**src/rtl/ysyx_22050019_axi_lsu_master.sv**
```systemverilog
// AXI-lite initiator for the LSU: one load (AR->R) or one store (AW+W->B) at a time.
// Optional YSYX_22050019_LSU_MISALIGN_CHECK_EN rejects misaligned requests with SLVERR and no bus traffic.
module ysyx_22050019_axi_lsu_master #(
    parameter int unsigned AXI_DATA_WIDTH = 64,
    parameter int unsigned AXI_ADDR_WIDTH = 64
) (
    input  logic                          clk,
    input  logic                          rst,
    input  logic                          req_valid,
    output logic                          req_ready,
    input  logic                          req_we,
    input  logic [AXI_ADDR_WIDTH-1:0]     req_addr,
    input  logic [1:0]                    req_size,
    input  logic [AXI_DATA_WIDTH-1:0]     req_wdata,
    input  logic [AXI_DATA_WIDTH/8-1:0]   req_wstrb,
    output logic                          rsp_valid,
    output logic [AXI_DATA_WIDTH-1:0]     rsp_rdata,
    output logic [1:0]                    rsp_resp,
    output logic                          axi_aw_valid_o,
    input  logic                          axi_aw_ready_i,
    output logic [AXI_ADDR_WIDTH-1:0]     axi_aw_addr_o,
    output logic                          axi_w_valid_o,
    input  logic                          axi_w_ready_i,
    output logic [AXI_DATA_WIDTH-1:0]     axi_w_data_o,
    output logic [AXI_DATA_WIDTH/8-1:0]   axi_w_strb_o,
    output logic                          axi_b_ready_o,
    input  logic                          axi_b_valid_i,
    input  logic [1:0]                    axi_b_resp_i,
    output logic                          axi_ar_valid_o,
    input  logic                          axi_ar_ready_i,
    output logic [AXI_ADDR_WIDTH-1:0]     axi_ar_addr_o,
    output logic                          axi_r_ready_o,
    input  logic                          axi_r_valid_i,
    input  logic [1:0]                    axi_r_resp_i,
    input  logic [AXI_DATA_WIDTH-1:0]     axi_r_data_i
);

    localparam int unsigned STRB_W = AXI_DATA_WIDTH / 8;

    typedef enum logic [2:0] {IDLE, RD_A, RD_D, WR_AWW, WR_B, RESP} state_t;

    state_t state, state_d;
    logic   aw_done, w_done, aw_done_d, w_done_d;
    logic   accept, misalign;
    logic   ar_hs, r_hs, aw_hs, w_hs, b_hs;

    logic                      req_ready_d, rsp_valid_d;
    logic [AXI_DATA_WIDTH-1:0] rsp_rdata_d;
    logic [1:0]                rsp_resp_d;
    logic                      aw_valid_d, w_valid_d, b_ready_d, ar_valid_d, r_ready_d;
    logic [AXI_ADDR_WIDTH-1:0] aw_addr_d, ar_addr_d;
    logic [AXI_DATA_WIDTH-1:0] w_data_d;
    logic [STRB_W-1:0]         w_strb_d;

    assign accept = req_valid & req_ready;
    assign ar_hs  = axi_ar_valid_o & axi_ar_ready_i;
    assign r_hs   = axi_r_valid_i & axi_r_ready_o;
    assign aw_hs  = axi_aw_valid_o & axi_aw_ready_i;
    assign w_hs   = axi_w_valid_o & axi_w_ready_i;
    assign b_hs   = axi_b_valid_i & axi_b_ready_o;

`ifdef YSYX_22050019_LSU_MISALIGN_CHECK_EN
    // Address must be a multiple of the access size.
    always_comb begin
        misalign = 1'b0;
        case (req_size)
            2'd0:    misalign = 1'b0;
            2'd1:    misalign = req_addr[0];
            2'd2:    misalign = |req_addr[1:0];
            default: misalign = |req_addr[2:0];
        endcase
    end
`else
    logic unused_req_size;
    assign unused_req_size = ^req_size;
    assign misalign        = 1'b0;
`endif

    // State register and all registered outputs.
    always_ff @(posedge clk) begin
        if (rst) begin
            state          <= IDLE;
            aw_done        <= 1'b0;
            w_done         <= 1'b0;
            req_ready      <= 1'b1;
            rsp_valid      <= 1'b0;
            rsp_rdata      <= '0;
            rsp_resp       <= 2'b00;
            axi_aw_valid_o <= 1'b0;
            axi_aw_addr_o  <= '0;
            axi_w_valid_o  <= 1'b0;
            axi_w_data_o   <= '0;
            axi_w_strb_o   <= '0;
            axi_b_ready_o  <= 1'b0;
            axi_ar_valid_o <= 1'b0;
            axi_ar_addr_o  <= '0;
            axi_r_ready_o  <= 1'b0;
        end else begin
            state          <= state_d;
            aw_done        <= aw_done_d;
            w_done         <= w_done_d;
            req_ready      <= req_ready_d;
            rsp_valid      <= rsp_valid_d;
            rsp_rdata      <= rsp_rdata_d;
            rsp_resp       <= rsp_resp_d;
            axi_aw_valid_o <= aw_valid_d;
            axi_aw_addr_o  <= aw_addr_d;
            axi_w_valid_o  <= w_valid_d;
            axi_w_data_o   <= w_data_d;
            axi_w_strb_o   <= w_strb_d;
            axi_b_ready_o  <= b_ready_d;
            axi_ar_valid_o <= ar_valid_d;
            axi_ar_addr_o  <= ar_addr_d;
            axi_r_ready_o  <= r_ready_d;
        end
    end

    // Next-state logic.
    always_comb begin
        state_d = state;
        case (state)
            IDLE: begin
                if (accept) begin
                    if (misalign)    state_d = RESP;
                    else if (req_we) state_d = WR_AWW;
                    else             state_d = RD_A;
                end
            end
            RD_A:   if (ar_hs) state_d = RD_D;
            RD_D:   if (r_hs)  state_d = RESP;
            WR_AWW: if ((aw_done | aw_hs) & (w_done | w_hs)) state_d = WR_B;
            WR_B:   if (b_hs)  state_d = RESP;
            RESP:   state_d = IDLE;
            default: state_d = IDLE;
        endcase
    end

    // Next values of the registered outputs; payloads hold unless updated.
    always_comb begin
        req_ready_d = (state_d == IDLE);
        rsp_valid_d = 1'b0;
        rsp_rdata_d = rsp_rdata;
        rsp_resp_d  = rsp_resp;
        aw_valid_d  = axi_aw_valid_o;
        aw_addr_d   = axi_aw_addr_o;
        w_valid_d   = axi_w_valid_o;
        w_data_d    = axi_w_data_o;
        w_strb_d    = axi_w_strb_o;
        b_ready_d   = axi_b_ready_o;
        ar_valid_d  = axi_ar_valid_o;
        ar_addr_d   = axi_ar_addr_o;
        r_ready_d   = axi_r_ready_o;
        aw_done_d   = aw_done;
        w_done_d    = w_done;
        case (state)
            IDLE: begin
                if (accept) begin
                    if (misalign) begin
                        rsp_valid_d = 1'b1;
                        rsp_resp_d  = 2'b10;
                        rsp_rdata_d = '0;
                    end else if (req_we) begin
                        aw_valid_d = 1'b1;
                        w_valid_d  = 1'b1;
                        aw_addr_d  = req_addr;
                        w_data_d   = req_wdata;
                        w_strb_d   = req_wstrb;
                        aw_done_d  = 1'b0;
                        w_done_d   = 1'b0;
                    end else begin
                        ar_valid_d = 1'b1;
                        ar_addr_d  = req_addr;
                    end
                end
            end
            RD_A: begin
                if (ar_hs) begin
                    ar_valid_d = 1'b0;
                    r_ready_d  = 1'b1;
                end
            end
            RD_D: begin
                if (r_hs) begin
                    r_ready_d   = 1'b0;
                    rsp_valid_d = 1'b1;
                    rsp_rdata_d = axi_r_data_i;
                    rsp_resp_d  = axi_r_resp_i;
                end
            end
            WR_AWW: begin
                // Each channel drops on its own handshake and is never re-raised.
                if (aw_hs) begin
                    aw_valid_d = 1'b0;
                    aw_done_d  = 1'b1;
                end
                if (w_hs) begin
                    w_valid_d = 1'b0;
                    w_done_d  = 1'b1;
                end
                if ((aw_done | aw_hs) & (w_done | w_hs)) begin
                    b_ready_d = 1'b1;
                    aw_done_d = 1'b0;
                    w_done_d  = 1'b0;
                end
            end
            WR_B: begin
                if (b_hs) begin
                    b_ready_d   = 1'b0;
                    rsp_valid_d = 1'b1;
                    rsp_resp_d  = axi_b_resp_i;
                    rsp_rdata_d = '0;
                end
            end
            default: ;
        endcase
    end

endmodule

```
**config.mk**
```make
export PLATFORM = sky130hd
export DESIGN_NAME = ysyx_22050019_axi_lsu_master
export DESIGN_NICKNAME = d
export VERILOG_FILES = /design/src/rtl/ysyx_22050019_axi_lsu_master.sv
export SDC_FILE = /design/constraint.sdc
export NUM_CORES = 1
export LEC_CHECK = 0
export ABC_AREA = 1
export CAP_MARGIN = 25
export CORE_AREA = 2 2 191 193
export DETAILED_ROUTE_END_ITERATION = 10
export DIE_AREA = 0 0 193 195
export DONT_BUFFER_PORTS = 1
export GPL_ROUTABILITY_DRIVEN = 0
export HOLD_SLACK_MARGIN = 0.12
export PLACE_DENSITY = 0.52
export SYNTH_ARGS = -nofsm -noshare
export SYNTH_HDL_FRONTEND = slang
export SYNTH_SLANG_ARGS = --single-unit
```
**constraint.sdc**
```tcl
create_clock -name clk -period 1.65 [get_ports clk]
set_input_delay 0.33 -clock clk [delete_from_list [all_inputs] [get_ports clk]]
set_output_delay 0.33 -clock clk [all_outputs]
set_load 0.05 [all_outputs]
```
==> run metrics <==
Cells after Synth=1,260; GRT Total Usage=0.163; # IOs=488; Die W=193 um; die area=37,600 sq um; gr ovfl total=0; most frequent cells in the layout=nor2_1 (415), dfxtp_1 (275), dlygate4sd3_1 (208); Synth Register Bits=278; MaxCap Viol Count=0; Distinct cells, synth=16; register share of total power=0.534; Post-Layout Cell Count=1,937; Worst-Skew Late Latency=0.55 ns; Mean Syn Cell Area=7.77 sq um; Internal=12.6 mW; CTS sink count=278; M1 GR Usage=0.181; routed len/inst=17.6 um; Area growth, synth to finish=39.2%; Initial Utilization=0.277; post-DR vias/cell=4.77; Crit Path Class=register to primary output; Slew headroom=0.595; outcome=complete, no violations; Longest Clk Path Bufs=3; # placed instances=1,666; met2 Track Usage GR=0.288; top post-synthesis cells by area=dfxtp_1 (57%), nor2_1 (16%), o21ai_0 (9.8%); die height=195 um; DRC Markers=0; Data arrival, critical path=1.26 ns; crit end category=primary output; drt first pass iters=8; Post-Route WL=34.0 mm; RSZ-0062 raised after global routing=yes; fill count=3,514; IO Port Bufs=0; f_max=0.629 GHz; GR Layer Usage met3=0.0483; Final Slew Violations=0; clk root buf=clkbuf_16; HP Class=input pin to register; total number of vias=9,235; P per Cell Area=1480 nW/um^2; vias in the first global route=8,934; Startpoint Class=register; Ys Warns=0; Final Cycle Share=0.963; initial antenna violation count=1; 1st-iter DRT viols=470; total power=20.2 mW; core area=35,400 sq um; endpoints failing setup=0; Pleak=5.30 nW; Gate power share=0.141; area leader, netlist=dfxtp_1; Worst Path Required=1.32 ns; pin count of the biggest net entering global routing=101; switching power total=7.59 mW; Nets=1,666; clock-pin slew on the worst setup and hold paths=0.06 ns; top cell type's share of synthesized area=0.568; Routed Antenna Nets=0; floorplan row count=69; crit path time final=1.59 ns; skew final=0.0100 ns; CTS tree=done; Util after Layout=0.385; first-pass GRT wire length=48.9 mm; mapped cell area=9800 sq um; Clock Power Share=0.325; clock buffer count from CTS=30; htree depth=1; Fin. Hold Viols=0; Worst Max-Slew Pin Slew=0.607 ns; post-synthesis sequential area ratio=0.568; Max IR drop VDD=0.945 mV; switching share of power=0.377; most common cell after layout, fill and taps aside=nor2_1; layout cells sized above 1=0.0753; syn_nets=1,475; pre-CTS WS=0.00228 ns; Top Usage Layer GRT=met2; Final WS setup=0.0605 ns; Critical Path Fanout Max=2; DP HPWL=21.4 mm
routing by layer:
layer  part of all wire  vias to the layer above
met1               0.38                     4258
li1                   -                     4462
met2               0.49                      435
met3              0.095                       80
met5                  0                        -
met4              0.036                        0
cells in the mapped netlist:
cell type and count:
nor2_1 417, dfxtp_1 278, o21ai_0 192, nand2_1 98, nand3_1 73, a21oi_1 72
buf_2 51, clkbuf_1 33, inv_1 16, o21ai_1 12, buf_4 8, inv_2 5
nor2_2 2, buf_1 1, nand2_2 1, nand3_2 1
worst paths after layout:
path,from,endpoint,slack [ns],cells past startpoint
worst min-delay path,axi_w_ready_i,w_done,0.14,5
worst max register to register,state[1],axi_w_data_o[28],0.07,8
worst min register to register,aw_done,aw_done,0.49,2
worst max-delay path,rsp_resp[1],rsp_resp[1],0.06,0
sequential cells by signal, indices dropped and copies added (netlist names), 2 cells and up:
signal / flops
axi_ar_addr_o: 64
axi_aw_addr_o: 64
axi_w_data_o: 64
rsp_rdata: 64
axi_w_strb_o: 8
state: 3
rsp_resp: 2
stage by stage:
step | TNS, ns | hold slack (ns) | area [sq um]
global route | -0.0555 | 0.183 | 13600
CTS | -0.00843 | 0.122 | 13500
global placement | 0 | 0.405 | 10400
floorplan | 0 | 0.437 | 9800
finish | 0 | 0.139 | 13600
detailed placement | 0 | 0.407 | 10400
logic make-up (layout without fill, tap and decap cells):
kind of cell,Yosys count,in the layout,synth area share
compound gates,276,276,0.141
buf+inv,114,329,0.0533
flops,278,278,0.568
other cells,0,1,0
simple gates,592,592,0.238
repair_timing:
| action | in CTS | in global routing |
|---|---|---|
| pin swaps | 0 | 1 |
| buffers inserted | 0 | 2 |
| setup endpoints to repair | 2 | 102 |
| endpoints found under the hold margin | 276 | 0 |
| gates cloned | 0 | 3 |
| resized for setup | 2 | 14 |
| hold buffers | 209 | 0 |
cell type report:
cell class	instances	area, sq um	share of cell area
Clock buffer	48	930	0.0682
Antenna cell	1	2.50	0.000184
Inverter	21	86.3	0.00633
Multi-Input combinational cell	868	3730	0.274
Clock inverter	8	52.6	0.00385
Tap cell	461	577	0.0423
Timing Repair Buffer	252	2680	0.197
Sequential cell	278	5570	0.408
power groups by stage:
stage / logic, mW / clock network, mW / registers [mW]
6_report: 2.85 / 6.55 / 10.8
3_5_place_dp: 2.27 / 0 / 10.9
4_1_cts: 2.75 / 6.76 / 10.8
5_1_grt: 3.23 / 7.02 / 10.9
3_3_place_gp: 2.22 / 0 / 10.9
2_1_floorplan: 1.54 / 0 / 10.8
No activity file was read; power rests on OpenSTA's default activity.
